## config.mk

```make
export PLATFORM = sky130hd
export DESIGN_NAME = fifo_uart_tx
export DESIGN_NICKNAME = d
export VERILOG_FILES = /design/src/rtl/fifo_uart_tx_pkg.sv /design/src/rtl/fifo_uart_tx_baud_tick.sv /design/src/rtl/fifo_uart_tx.sv
export SDC_FILE = /design/constraint.sdc
export NUM_CORES = 1
export LEC_CHECK = 0
export BUFFER_PORTS_ARGS = -buffer_cell sky130_fd_sc_hd__buf_4
export CAP_MARGIN = 30
export CORE_MARGIN = 2
export CORE_UTILIZATION = 50
export CTS_CLUSTER_DIAMETER = 50
export DETAILED_ROUTE_END_ITERATION = 8
export PLACE_DENSITY = 0.78
export SYNTH_ARGS = -nofsm -noshare
export SYNTH_HDL_FRONTEND = slang
export SYNTH_HIERARCHICAL = 1
export SYNTH_SLANG_ARGS = --single-unit
```

## constraint.sdc

```tcl
create_clock -name SYS_CLK -period 6.65 [get_ports SYS_CLK]
set_input_delay 0.3325 -clock SYS_CLK [delete_from_list [all_inputs] [get_ports SYS_CLK]]
set_output_delay 0.3325 -clock SYS_CLK [all_outputs]
set_load 0.005 [all_outputs]
```

## src/rtl/fifo_uart_tx_pkg.sv

```systemverilog
// ---------------------------------------------------------------------------
// fifo_uart_tx_pkg
// Shared definitions for the FIFO-fed UART transmitter:
//   - state_t           : transmitter FSM state encoding
//   - DEFAULT_DBITS     : default data word width
//   - DEFAULT_CLKS_PER_BIT : default SYS_CLK cycles per serial bit
//   - cntWidth()        : width needed to hold values 0 .. n-1
// ---------------------------------------------------------------------------
package fifo_uart_tx_pkg;

  typedef enum logic [2:0] {
    IDLE,
    POP,
    LOAD,
    START,
    DATA,
    PARITY,
    STOP
  } state_t;

  localparam int DEFAULT_DBITS        = 8;
  localparam int DEFAULT_CLKS_PER_BIT = 434;

  // Counter width for a range 0 .. n-1, never narrower than one bit.
  function automatic int cntWidth(input int n);
    return (n > 1) ? $clog2(n) : 1;
  endfunction

endpackage

```

## src/rtl/fifo_uart_tx_baud_tick.sv

```systemverilog
// ---------------------------------------------------------------------------
// baud_tick
// Free-running bit-period counter. tick_o is high during the last SYS_CLK
// cycle of each bit period; restart_i forces the count back to zero on the
// next edge so every FSM state starts with a full bit period.
// Ports:
//   SYS_CLK    in  system clock
//   reset      in  asynchronous, active-high reset
//   restart_i  in  restart the bit period from zero
//   tick_o     out end-of-bit pulse
// ---------------------------------------------------------------------------
module baud_tick
  import fifo_uart_tx_pkg::*;
#(
  parameter int CLKS_PER_BIT = DEFAULT_CLKS_PER_BIT
) (
  input  logic SYS_CLK,
  input  logic reset,
  input  logic restart_i,
  output logic tick_o
);

  localparam int CW = cntWidth(CLKS_PER_BIT);
  localparam logic [CW-1:0] LAST = CW'(CLKS_PER_BIT - 1);

  logic [CW-1:0] cnt_q, cnt_d;

  // Count up and wrap at the end of each bit; a restart wins over counting.
  always_comb begin
    cnt_d = cnt_q + 1'b1;
    if (restart_i || (cnt_q == LAST)) begin
      cnt_d = '0;
    end
  end

  // Bit-period counter register.
  always_ff @(posedge SYS_CLK or posedge reset) begin
    if (reset) begin
      cnt_q <= '0;
    end else begin
      cnt_q <= cnt_d;
    end
  end

  assign tick_o = (cnt_q == LAST);

endmodule

```

## src/rtl/fifo_uart_tx.sv

```systemverilog
// ---------------------------------------------------------------------------
// fifo_uart_tx
// UART transmitter that pulls words from an external FIFO and sends them as
// start / DBITS data (LSB first) / optional even parity / stop frames.
// Ports:
//   SYS_CLK     in  system clock, rising edge
//   reset       in  asynchronous, active-high reset
//   enable      in  allows a new frame to start
//   fifo_empty  in  FIFO empty flag
//   fifo_rd     out one-cycle pop strobe
//   fifo_dout   in  FIFO data, valid the cycle after fifo_rd
//   tx          out registered serial line, idle high
//   busy        out high from the pop cycle through the last stop cycle
//   frame_done  out pulse on the final cycle of the stop bit
// ---------------------------------------------------------------------------
module fifo_uart_tx
  import fifo_uart_tx_pkg::*;
#(
  parameter int DBITS        = DEFAULT_DBITS,
  parameter int CLKS_PER_BIT = DEFAULT_CLKS_PER_BIT,
  parameter int PARITY_EN    = 1
) (
  input  logic             SYS_CLK,
  input  logic             reset,
  input  logic             enable,
  input  logic             fifo_empty,
  output logic             fifo_rd,
  input  logic [DBITS-1:0] fifo_dout,
  output logic             tx,
  output logic             busy,
  output logic             frame_done
);

  localparam int BW = cntWidth(DBITS);
  localparam logic [BW-1:0] LAST_BIT = BW'(DBITS - 1);

  state_t           state_q, state_d;
  logic [DBITS-1:0] shift_q, shift_d;
  logic [BW-1:0]    bit_q, bit_d;
  logic             parity_q, parity_d;
  logic             tx_q, tx_d;
  logic             ready_q;
  logic             tick;
  logic             restart;

  baud_tick #(
    .CLKS_PER_BIT(CLKS_PER_BIT)
  ) u_baud (
    .SYS_CLK   (SYS_CLK),
    .reset     (reset),
    .restart_i (restart),
    .tick_o    (tick)
  );

  // Next-state logic. The line value is derived from the state and shift
  // register the FSM is about to be in, so tx can be registered without
  // lagging the state by a cycle.
  always_comb begin
    state_d  = state_q;
    shift_d  = shift_q;
    bit_d    = bit_q;
    parity_d = parity_q;
    tx_d     = 1'b1;

    case (state_q)
      IDLE: begin
        // ready_q holds off the first pop until one edge after reset release
        if (ready_q && enable && !fifo_empty) begin
          state_d = POP;
        end
      end
      POP: begin
        state_d = LOAD;
      end
      LOAD: begin
        shift_d  = fifo_dout;
        parity_d = ^fifo_dout;
        state_d  = START;
      end
      START: begin
        if (tick) begin
          bit_d   = '0;
          state_d = DATA;
        end
      end
      DATA: begin
        if (tick) begin
          shift_d = shift_q >> 1;
          if (bit_q == LAST_BIT) begin
            state_d = (PARITY_EN != 0) ? PARITY : STOP;
          end else begin
            bit_d = bit_q + 1'b1;
          end
        end
      end
      PARITY: begin
        if (tick) begin
          state_d = STOP;
        end
      end
      STOP: begin
        if (tick) begin
          state_d = IDLE;
        end
      end
      default: begin
        state_d = IDLE;
      end
    endcase

    case (state_d)
      START:   tx_d = 1'b0;
      DATA:    tx_d = shift_d[0];
      PARITY:  tx_d = parity_d;
      default: tx_d = 1'b1;
    endcase

    restart = (state_d != state_q);
  end

  // State, datapath and line registers.
  always_ff @(posedge SYS_CLK or posedge reset) begin
    if (reset) begin
      state_q  <= IDLE;
      shift_q  <= '0;
      bit_q    <= '0;
      parity_q <= 1'b0;
      tx_q     <= 1'b1;
      ready_q  <= 1'b0;
    end else begin
      state_q  <= state_d;
      shift_q  <= shift_d;
      bit_q    <= bit_d;
      parity_q <= parity_d;
      tx_q     <= tx_d;
      ready_q  <= 1'b1;
    end
  end

  assign fifo_rd    = (state_q == POP);
  assign busy       = (state_q != IDLE);
  assign frame_done = (state_q == STOP) && tick;
  assign tx         = tx_q;

endmodule

```

==> metrics.txt, run 1 <==
status=complete, no violations; Final Hold Fails=0; DRT iter0 DRCs=40; Synth Register Bits=26; Clock Power Share=20.1%; root buffer cell=clkbuf_4; CP Data Arrival Time=3.22 ns; Synth cell types=49; fraction of layout cells with a size suffix above 1=17.4%; CTS Buffer Depth=2; CP Launch Type=register; Logic pwr share=31.7%; total track usage=15.9%; min-delay worst type=primary input to register; CTS tree=built; via count of the routed design=1087; Mapped Nets=between 150 and 200; H-tree Lvls=1; crit-path cells=or3_4, nor3_1, nand3b_1, a211oi_1, o32ai_1, o21ai_1, inv_1, o31ai_4, nor2_1; diode count=0; Seq pwr share=48.1%; Switching Fraction=34.1%; io pins=16; Max Cap Viol=0; CP max-delay cell=nor3_1; most common cell after layout, fill and taps aside=dfrtp_1; unrepaired setup endpoints after global routing=no; Die H=57.9 um; final worst path period need=3.01 ns; Required @ worst endpoint=6.86 ns; Static Leakage=0.737 nW; Die W=57.9 um; switching power=0.000180 W; Seq/Total Area, Yosys=~45%; pin count of the biggest net entering global routing=18; Core Util, Final=59.2%; Max stage delay on crit path=0.81 ns; DR WL/cell=~13 um; crit-path leading delay family=simple AND/OR/NAND/NOR gates; area grow syn2layout=12.5%; CP bufs+invs=1; Least-Margin Pin Slew=1.05 ns; Internal Power=around 0.00035 W; ys async rst share=100%; worst-skew pair later-pin latency=0.31 ns; core footprint=0.00276 mm2; WS Path Type=register to register; Routed WL=2.46 mm; Setup TNS=0 ns; Post-synth EDFFs=0; skew final=0.00187 ns; nets=178; most frequent cells in the layout=25 x dfrtp_1, 20 x nand2_1, 16 x buf_4; Cell Area, Synth=0.00145 mm2; starting density of the core=52.6%; Synth Warn #=6; final non-filler cell total=192; drt via density=5.66; Final Setup Violations=0; vias in the first global route=just over 1000; P per Cell Area=323 mW/mm2; Slew Limit Fails=0; Tcrit/Tclk final=a little under half; die area=0.00335 mm2; cells after synthesis=146; worst vdd ir=0.000197 V; routability congestion estimate=approximately 0.77; crit-path max FO=12; number of cell rows=19; ys flop type=dfrtp_1; Residual DRC=0; first-pass GRT wire length=4.20 mm; clock sink count=26; grt total ovfl=0; CP Capture Type=register; Detail Placement HPWL=1.88 mm; cts repair resizes=0; max_slew headroom=29.5%; TritonRoute pass-1 iters=4; Port Buffers=15; total CTS buffers=3; Syn Area/Cell=9.94 um2; Worst-path clk slew=between 0.1 and 0.15 ns; placed insts=187; maximum clock rate=332 MHz; overall power=0.000528 W; initial antenna violation count=0; DRT antenna net count=0
kinds of logic (layout without fill, tap and decap cells):
kind of cell               Yosys count  after routing  share of synthesized area (%)
xor gates and xnor gates            10             10                           6.03
other                                1              1                          0.258
muxes                                1              1                          0.776
DFF                                 26             26                           44.9
adders and majority gates            4              4                           3.45
buffers and inverters               16             31                           5.35
and+or+nand+nor                     53             53                           20.4
AOI/OAI and AO/OA                   35             35                           18.8
flip-flops by register name, summed over array words and instances, names as in the netlist:
signal,count
shift_q,8
u_baud/cnt_q,9
ready_q,1
bit_q,3
tx,1
parity_q,1
state_q,3
synth_stat cells, types with 2 or more instances:
master | n | area, um2
a22oi_1 | 7 | 52.6
nor4bb_1 | 2 | 20.0
nor2_1 | 7 | 26.3
or3_1 | 3 | 18.8
o221ai_1 | 2 | 17.5
xor2_1 | 2 | 17.5
nor3_1 | 2 | 10.0
buf_2 | 2 | 10.0
nand2b_1 | 3 | 18.8
a22o_1 | 3 | 26.3
o21ai_1 | 4 | 20.0
dfrtp_1 | 25 | 626
nand3_1 | 3 | 15.0
inv_1 | 10 | 37.5
ha_1 | 4 | 50.1
a31oi_1 | 3 | 18.8
xnor2_1 | 8 | 70.1
a21oi_1 | 2 | 10.0
a21boi_1 | 2 | 15.0
buf_4 | 4 | 30.0
nand2_1 | 20 | 75.1
final cells by class:
cell class	instances	area, um2
Timing Repair Buffer	17	130
Fill cell	228	1120
Clock buffer	3	22.5
Clock inverter	1	30.0
Tap cell	31	38.8
Multi-Input combinational cell	104	722
Inverter	10	37.5
Sequential cell	26	652
final timing paths:
kind	from	endpoint	slack, ns	depth (start not counted)
min	fifo_dout[2]	shift_q[2]	0.24	3
max reg2reg	u_baud/cnt_q[2]	u_baud/cnt_q[4]	3.64	9
max	u_baud/cnt_q[2]	u_baud/cnt_q[4]	3.64	9
min in group asynchronous	reset	u_baud/cnt_q[2]	0.52	3
max in group asynchronous	reset	shift_q[2]	5.61	3
min reg2reg	shift_q[2]	shift_q[2]	0.50	2
metal layers:
| metal | track usage (%) | routed length (um) | vias to the layer above |
|---|---|---|---|
| li1 | - | - | 548 |
| met1 | 22.5 | 1200 | 516 |
| met2 | 25.2 | 1150 | 21 |
| met3 | 2.01 | 84 | 2 |
| met4 | 5.98 | 18 | 0 |
| met5 | 0 | 0 | - |
timing repair:
action	4_1_cts	5_1_grt
buffers inserted	0	0
hold buffers	1	0
hold endpoints to repair	9	0
stage by stage:
stage | hold WS (ns) | setup slack [ns] | cell area, um2
global placement | 0.316 | 3.85 | 1570
floorplan | 0.160 | 4.39 | 1450
global route | 0.229 | 3.31 | 1630
finish | 0.241 | 3.64 | 1630
CTS | 0.226 | 3.65 | 1630
detailed placement | 0.321 | 3.66 | 1570
worst min-delay path: cells and delay by family:
kind            cells  cell delay, ns
simple gates        1            0.05
buf+inv             1            0.09
compound gates      1            0.06
power by group through the flow:
stage	combinational (W)	sequential (W)	clock (W)
2_1_floorplan	0.000145	0.000242	0
3_3_place_gp	0.000164	0.000254	0
3_5_place_dp	0.000169	0.000257	0
4_1_cts	0.000169	0.000254	0.000111
5_1_grt	0.000190	0.000263	0.000117
6_report	0.000168	0.000254	0.000106
Power figures use the tool's default switching activity.
==> run 2, diff against run 1 <==
ABC_AREA = 1   (was default)
PLACE_DENSITY = 0.77   (was 0.78)
clock period = 3.15 ns   (was 6.65 ns; I/O delays follow)
==> run 2 against run 1 <==
Effect of this change:
- critical path depth increased by 6
- first-iteration DRC count increased by 48%
- combinational power decreased by 64%
- sequential share of layout area decreased by 4.1 points
- register-to-register slack got worse by 2.7 ns
- via count increased by 34%
- count of clock-buffer cells in the layout increased by 1
- power increased by 4.9%
- wire length increased by 29%
- global-route usage increased by 3.9 points
- sequential cell count unchanged
- utilization decreased by 0.064 points
- critical path type unchanged
- largest cell class unchanged
- highest routed layer unchanged
==> metrics.txt, run 2 <==
WS Path Type=register to register (unchanged); Static Leakage=1.01 nW (was 0.737 nW); vias in the first global route=1339 (was 1007); core footprint=0.00308 mm2 (was 0.00276 mm2); crit-path max FO=9 (was 12); CP bufs+invs=4 (was 1); Seq/Total Area, Yosys=39.8% (was 44.9%); post-CTS repair timing setup buffer count=0 (unchanged); most frequent cells in the layout=75 x nand2_1, 32 x inv_1, 25 x nor2_1, 25 x dfrtp_1, 18 x nand3_1 (was 25 x dfrtp_1, 20 x nand2_1, 16 x buf_4); most frequent cells after synthesis=75 x nand2_1, 32 x inv_1, 25 x dfrtp_1, 25 x nor2_1, 18 x nand3_1 (was 25 x dfrtp_1, 20 x nand2_1, 10 x inv_1, 8 x xnor2_1); Post-synth EDFFs=0 (unchanged); total track usage=19.8% (was 15.9%); drt via density=5.01 (was 5.66); starting density of the core=53.3% (was 52.6%); diode count=0 (unchanged); maximum clock rate=452 MHz (was 332 MHz); most common cell in the netlist=nand2_1 (was dfrtp_1); Synth cell types=29 (was 49); most frequent CP cell=nand2_1; CTS tree=built (unchanged); Setup TNS=0 ns (unchanged); CP max-delay cell=dfrtp_1 (was nor3_1); hold endpoint=shift_q[1] (was shift_q[2]); status=complete, no violations (unchanged); Min-Delay Path Depth=3 (unchanged); crit-path cells=ha_1, nand2_1, nor2_1, nand2_1, inv_1, inv_1, nand2_1, nand3_1, nor2_2, inv_2, nand2_1, o211ai_1, inv_1, nand2_2, nor2_1 (was or3_4, nor3_1, nand3b_1, a211oi_1, o32ai_1, o21ai_1, inv_1, o31ai_4, nor2_1); max_slew headroom=55.9% (was 29.5%); ys async rst share=100% (unchanged); Final Setup Violations=0 (unchanged); setup slack at placement=0.961 ns (was 3.66 ns); number of cell rows=20 (was 19); Final Hold Fails=0 (unchanged); Max stage delay on crit path=0.45 ns (was 0.81 ns); DRT antenna net count=0 (unchanged); cells after synthesis=230 (was 146); via count of the routed design=1452 (was 1087); Largest regs=u_baud/cnt_q x9, shift_q x8 (unchanged); Die W=61.3 um (was 57.9 um); Hold Crit Start=fifo_dout[1] (was fifo_dout[2]); final setup margin=0.936 ns (was 3.64 ns); pin count of the biggest net entering global routing=18 (unchanged); final worst path period need=2.21 ns (was 3.01 ns); Routed WL=3.17 mm (was 2.46 mm); die area=0.00375 mm2 (was 0.00335 mm2); routability congestion estimate=0.900 (was 0.769); ranking of synthesized cells by area=dfrtp_1 38%, nand2_1 17%, inv_1 7.3% (was dfrtp_1 43%, nand2_1 5.2%, xnor2_1 4.8%); Syn Area/Cell=7.13 um2 (was 9.94 um2); CTS Buffer Depth=2 (unchanged); reg2reg end=u_baud/cnt_q[3] (was u_baud/cnt_q[4]); initial antenna violation count=0 (unchanged); worst-skew pair later-pin latency=0.32 ns (was 0.31 ns); Port Buffers=15 (unchanged); Die H=61.3 um (was 57.9 um); DR WL/cell=10.9 um (was 12.8 um); post-synth top area share=38.2% (was 43.1%); fraction of layout cells with a size suffix above 1=17.1% (was 17.4%); total CTS buffers=3 (unchanged); CP Capture Type=register (unchanged); overall power=0.000554 W (was 0.000528 W); Cell Area, Synth=0.00164 mm2 (was 0.00145 mm2); root buffer cell=clkbuf_4 (unchanged); min-delay worst type=primary input to register (unchanged); Most flops, register=u_baud/cnt_q (unchanged); CP Data Arrival Time=2.48 ns (was 3.22 ns); ys flop type=dfrtp_1 (unchanged); Reg2Reg Setup Slack=0.94 ns (was 3.64 ns); Least-Margin Pin Slew=0.660 ns (was 1.05 ns); cell accounting for the most synthesized area=dfrtp_1 (unchanged); Detail Placement HPWL=2.38 mm (was 1.88 mm); Max Cap Viol=0 (unchanged); nets=263 (was 178); area grow syn2layout=11.1% (was 12.5%); Reg-to-Reg Start=u_baud/cnt_q[0] (was u_baud/cnt_q[2]); Largest register FFs=9 (unchanged); worst vdd ir=0.000176 V (was 0.000197 V); Reg2Reg Depth=15 (was 9); Mapped Nets=246 (was 162); clock sink count=26 (unchanged); CP Launch Type=register (unchanged); Slew Limit Fails=0 (unchanged); unrepaired setup endpoints after global routing=no (unchanged); Residual DRC=0 (unchanged); skew final=0.00115 ns (was 0.00187 ns); io pins=16 (unchanged); DRT iter0 DRCs=59 (was 40); P per Cell Area=304 mW/mm2 (was 323 mW/mm2); Synth Register Bits=26 (unchanged); H-tree Lvls=1 (unchanged); Hold Slack=0.0767 ns (was 0.241 ns); crit-path leading delay family=simple AND/OR/NAND/NOR gates (unchanged); most common cell after layout, fill and taps aside=nand2_1 (was dfrtp_1); first-pass GRT wire length=5.50 mm (was 4.20 mm); grt total ovfl=0 (unchanged); Tcrit/Tclk final=70.3% (was 45.3%); Required @ worst endpoint=3.42 ns (was 6.86 ns); TritonRoute pass-1 iters=4 (unchanged); Worst-path clk slew=0.14 ns (about the same); Synth Warn #=6 (unchanged)
-- run 2: changes by cell type after synthesis, moves of 5 or more --
cell,previous run,this run
nand2_1,20,75
nor2_2,0,5
nor2_1,7,25
xnor2_1,8,3
inv_2,0,7
a22oi_1,7,0
inv_1,10,32
nand3_1,3,18
-- run 2: per-layer routing --
metal,up-vias,global-route usage [%],share of wire (%)
met3,7,3.36,3.7
met4,0,10.2,2.2
met1,655,24.5,45
met2,35,33.0,49
li1,755,-,-
met5,-,0,0
-- run 2: power by group --
| group | internal [W] | switching, W |
|---|---|---|
| clock network | 0.0000497 | 0.0000997 |
| logic | 0.0000257 | 0.0000345 |
| registers | 0.000342 | 0.00000267 |
| total | 0.000417 | 0.000137 |
-- run 2: logic make-up after synthesis --
kind of cell               count (synthesis)  share of synthesized area [%]
AOI/OAI and AO/OA                         16                           8.70
other                                      1                          0.229
DFF                                       26                           39.8
adders and majority gates                  4                           3.05
and+or+nand+nor                          136                           35.8
buffers and inverters                     43                           10.3
xor gates and xnor gates                   4                           2.14
-- run 2: through the flow --
step,cells,utilization (%),cell area (um2)
after floorplan,230,-,1640
after global placement,285,58.0,1780
after detailed placement,285,58.0,1780
after global routing,290,59.1,1820
final,290,59.1,1820
after CTS,290,59.1,1820
-- run 2: what timing repair did --
item	4_1_cts	5_1_grt
hold buffers	1	0
resized for setup	0	0
endpoints found under the hold margin	25	0
-- run 2: cell type report --
| cell class | instances | area, um2 |
|---|---|---|
| timing repair buffer | 16 | 123 |
| tap | 44 | 55.1 |
| clock buffer | 4 | 26.3 |
| inverter | 39 | 146 |
| sequential | 26 | 652 |
| fill | 298 | 1260 |
| multi-input combinational | 161 | 818 |
-- run 2: worst max path at each step --
stage,from,end,cells after the start
3_5_place_dp,u_baud/cnt_q[0],u_baud/cnt_q[3],14
3_3_place_gp,u_baud/cnt_q[0],u_baud/cnt_q[3],14
2_1_floorplan,u_baud/cnt_q[0],u_baud/cnt_q[3],15
5_1_grt,u_baud/cnt_q[0],u_baud/cnt_q[5],15
6_report,u_baud/cnt_q[0],u_baud/cnt_q[3],15
4_1_cts,u_baud/cnt_q[0],u_baud/cnt_q[3],15
-- run 2: worst reg2reg max path, stage by stage (launching register included) --
cell and delay, ns:
dfrtp_1 0.45, ha_1 0.18, nand2_1 0.05, nor2_1 0.10, nand2_1 0.10, inv_1 0.23, inv_1 0.14, nand2_1 0.13
nand3_1 0.10, nor2_2 0.14, inv_2 0.05, nand2_1 0.05, o211ai_1 0.08, inv_1 0.09, nand2_2 0.13, nor2_1 0.14
==> run 3, diff against run 2 <==
ABC_AREA = 0   (was 1)
PLACE_DENSITY = 0.8   (was 0.77)
clock period = 1.9 ns   (was 3.15 ns; I/O delays follow)
==> run 3 against run 2 <==
Effect of this change:
- worst hold slack worse by 0.070 ns
- the flow now finishes with violations (setup timing)
- highest routed layer unchanged
- critical path type unchanged
- final cell count down 23%
- largest power group is now combinational logic
- critical path depth down 5
==> metrics.txt, run 3 (synthesis results as in run 1) <==
CP Data Arrival Time=2.30 ns (was 2.48 ns); worst-skew pair later-pin latency=0.34 ns (was 0.32 ns); most frequent cells in the layout=40 x buf_4, 25 x dfrtp_1, 20 x nand2_1 (was 75 x nand2_1, 32 x inv_1, 25 x nor2_1, 25 x dfrtp_1, 18 x nand3_1); pin count of the biggest net entering global routing=18 (unchanged); TritonRoute pass-1 iters=4 (unchanged); grt total ovfl=0 (unchanged); Static Leakage=0.905 nW (was 1.01 nW); Least-Margin Pin Slew=0.645 ns (was 0.660 ns); Required @ worst endpoint=2.12 ns (was 3.42 ns); switching power=0.000746 W (was 0.000137 W); final non-filler cell total=223 (was 290); Largest register FFs=9 (unchanged); Placed Area=0.00173 mm2 (was 0.00178 mm2); Seq pwr share=40.7% (was 62.2%); CTS Buffer Depth=2 (unchanged); fraction of layout cells with a size suffix above 1=32.3% (was 17.1%); Largest regs=u_baud/cnt_q x9, shift_q x8 (unchanged); CTS tree=built (unchanged); Internal Power=0.00138 W (was 0.000417 W); Switching Fraction=35.2% (was 24.7%); Reg2Reg Setup Slack=-0.18 ns (was 0.94 ns); WS Path Type=register to register (unchanged); max_slew headroom=56.9% (was 55.9%); area grow syn2layout=33.5% (was 11.1%); nets=209 (was 263); Most flops, register=u_baud/cnt_q (unchanged); Logic pwr share=41.2% (was 10.9%); CP Launch Type=register (unchanged); initial antenna violation count=0 (unchanged); sequential cell area=652 um2 (unchanged); Fillers=197 (was 298); Detail Placement HPWL=2.33 mm (was 2.38 mm); Slew Limit Fails=0 (unchanged); post-route cell area=0.00194 mm2 (was 0.00182 mm2); unrepaired setup endpoints after global routing=yes (was no); Clock Power Share=18.2% (was 27.0%); diode count=0 (unchanged); Max Cap Viol=0 (unchanged); Die H=57.9 um (was 61.3 um); routability congestion estimate=0.832 (was 0.900); core footprint=0.00276 mm2 (was 0.00308 mm2); first-pass GRT wire length=5.60 mm (was 5.50 mm); number of cell rows=19 (was 20); min-delay worst type=primary input to register (unchanged); Final Setup Violations=18 (was 0); drt via density=5.77 (was 5.01); skew final=0.0157 ns (was 0.00115 ns); via count of the routed design=1286 (was 1452); final worst path period need=2.08 ns (was 2.21 ns); total track usage=22.2% (was 19.8%); vias in the first global route=1261 (was 1339); io pins=16 (unchanged); most common cell after layout, fill and taps aside=buf_4 (was nand2_1); maximum clock rate=480 MHz (was 452 MHz); placed insts=207 (was 285); Port Buffers=15 (unchanged); Core Util, Final=70.3% (was 59.1%); Tcrit/Tclk final=110% (was 70.3%); clock sink count=26 (unchanged); H-tree Lvls=1 (unchanged); Final Hold Fails=0 (unchanged); Multi-input gate area=776 um2 (was 818 um2); worst vdd ir=0.000790 V (was 0.000176 V); total CTS buffers=3 (unchanged); die area=0.00335 mm2 (was 0.00375 mm2); Worst-path clk slew=0.13 ns (was 0.14 ns); crit-path max FO=6 (was 9); final setup margin=-0.182 ns (was 0.936 ns); DR WL/cell=15.3 um (was 10.9 um); root buffer cell=clkbuf_4 (unchanged); CP Capture Type=register (unchanged); starting density of the core=52.6% (was 53.3%); P per Cell Area=1090 mW/mm2 (was 304 mW/mm2); DRT iter0 DRCs=42 (was 59); Routed WL=3.41 mm (was 3.17 mm); DRT antenna net count=0 (unchanged); Residual DRC=0 (unchanged); Die W=57.9 um (was 61.3 um); status=finished, violations left (was complete, no violations); failing checks=setup timing
[run 3: cell types whose count changed in the layout (fill, tap and decap cells not counted), sizes merged, moves of 4 or more]
cell / delta
a22oi: +7
nand2: -59
or3: +4
dlygate4sd3: +6
inv: -29
xnor2: +5
buf: +26
nor2: -23
nand3: -16
[run 3: worst paths after layout]
| kind | startpoint | end | cells after the start |
|---|---|---|---|
| worst max-delay path | u_baud/cnt_q[6] | u_baud/cnt_q[4] | 10 |
| worst max register to register | u_baud/cnt_q[6] | u_baud/cnt_q[4] | 10 |
| worst min-delay path | fifo_dout[5] | shift_q[5] | 3 |
| min in group asynchronous | reset | u_baud/cnt_q[2] | 3 |
| max in group asynchronous | reset | bit_q[2] | 3 |
| worst min register to register | shift_q[4] | shift_q[4] | 2 |
[run 3: cell type report]
| class | instances | share of cell area (%) |
|---|---|---|
| inverter | 10 | 1.94 |
| clock inverter | 1 | 1.55 |
| clock buffer | 3 | 1.16 |
| sequential | 26 | 33.6 |
| tap | 31 | 2.00 |
| timing repair buffer | 48 | 19.7 |
| multi-input combinational | 104 | 40.0 |
[run 3: power by group through the flow]
stage	sequential (W)	clock, W	combinational (W)
2_1_floorplan	0.000846	0	0.000511
3_3_place_gp	0.000846	0	0.000774
3_5_place_dp	0.000855	0	0.000812
4_1_cts	0.000854	0.000382	0.000855
5_1_grt	0.000886	0.000408	0.000974
6_report	0.000863	0.000385	0.000874
[run 3: what timing repair did]
item,in CTS,in global routing
hold buffers,6,1
endpoints found under the hold margin,30,1
gates resized for setup,7,2
pin swaps,3,5
buffers inserted,5,1
endpoints found under the setup margin,22,23
[run 3: critical path, cell delays in order (launching register included)]
cell      delay, ns
dfrtp_1        0.41
or3_4          0.41
nor3_4         0.15
buf_6          0.14
nand3b_1       0.09
a211oi_2       0.27
o32ai_2        0.12
o21ai_1        0.12
inv_1          0.09
o31ai_4        0.09
nor2_1         0.08
[run 3: stage by stage]
step                      TNS [ns]  hold WS, ns  setup slack [ns]  total power (W)
final                        -1.91      0.00666            -0.182          0.00212
after global routing         -4.12       0.0180            -0.292          0.00227
after CTS                    -1.62    0.0000584            -0.160          0.00209
after detailed placement     -1.93       0.0861            -0.185          0.00167
after global placement      -0.755       0.0817           -0.0714          0.00162
after floorplan              -1.32      -0.0771            -0.214          0.00136
[run 3: metal layers]
metal  vias to the layer above  global-route usage [%]  share of wire (%)
li1                        608                       -                  -
met1                       623                    27.5                 41
met2                        39                    36.9                 50
met3                        16                    2.90                3.6
met4                         0                    13.6                4.5
met5                         -                       0                  0
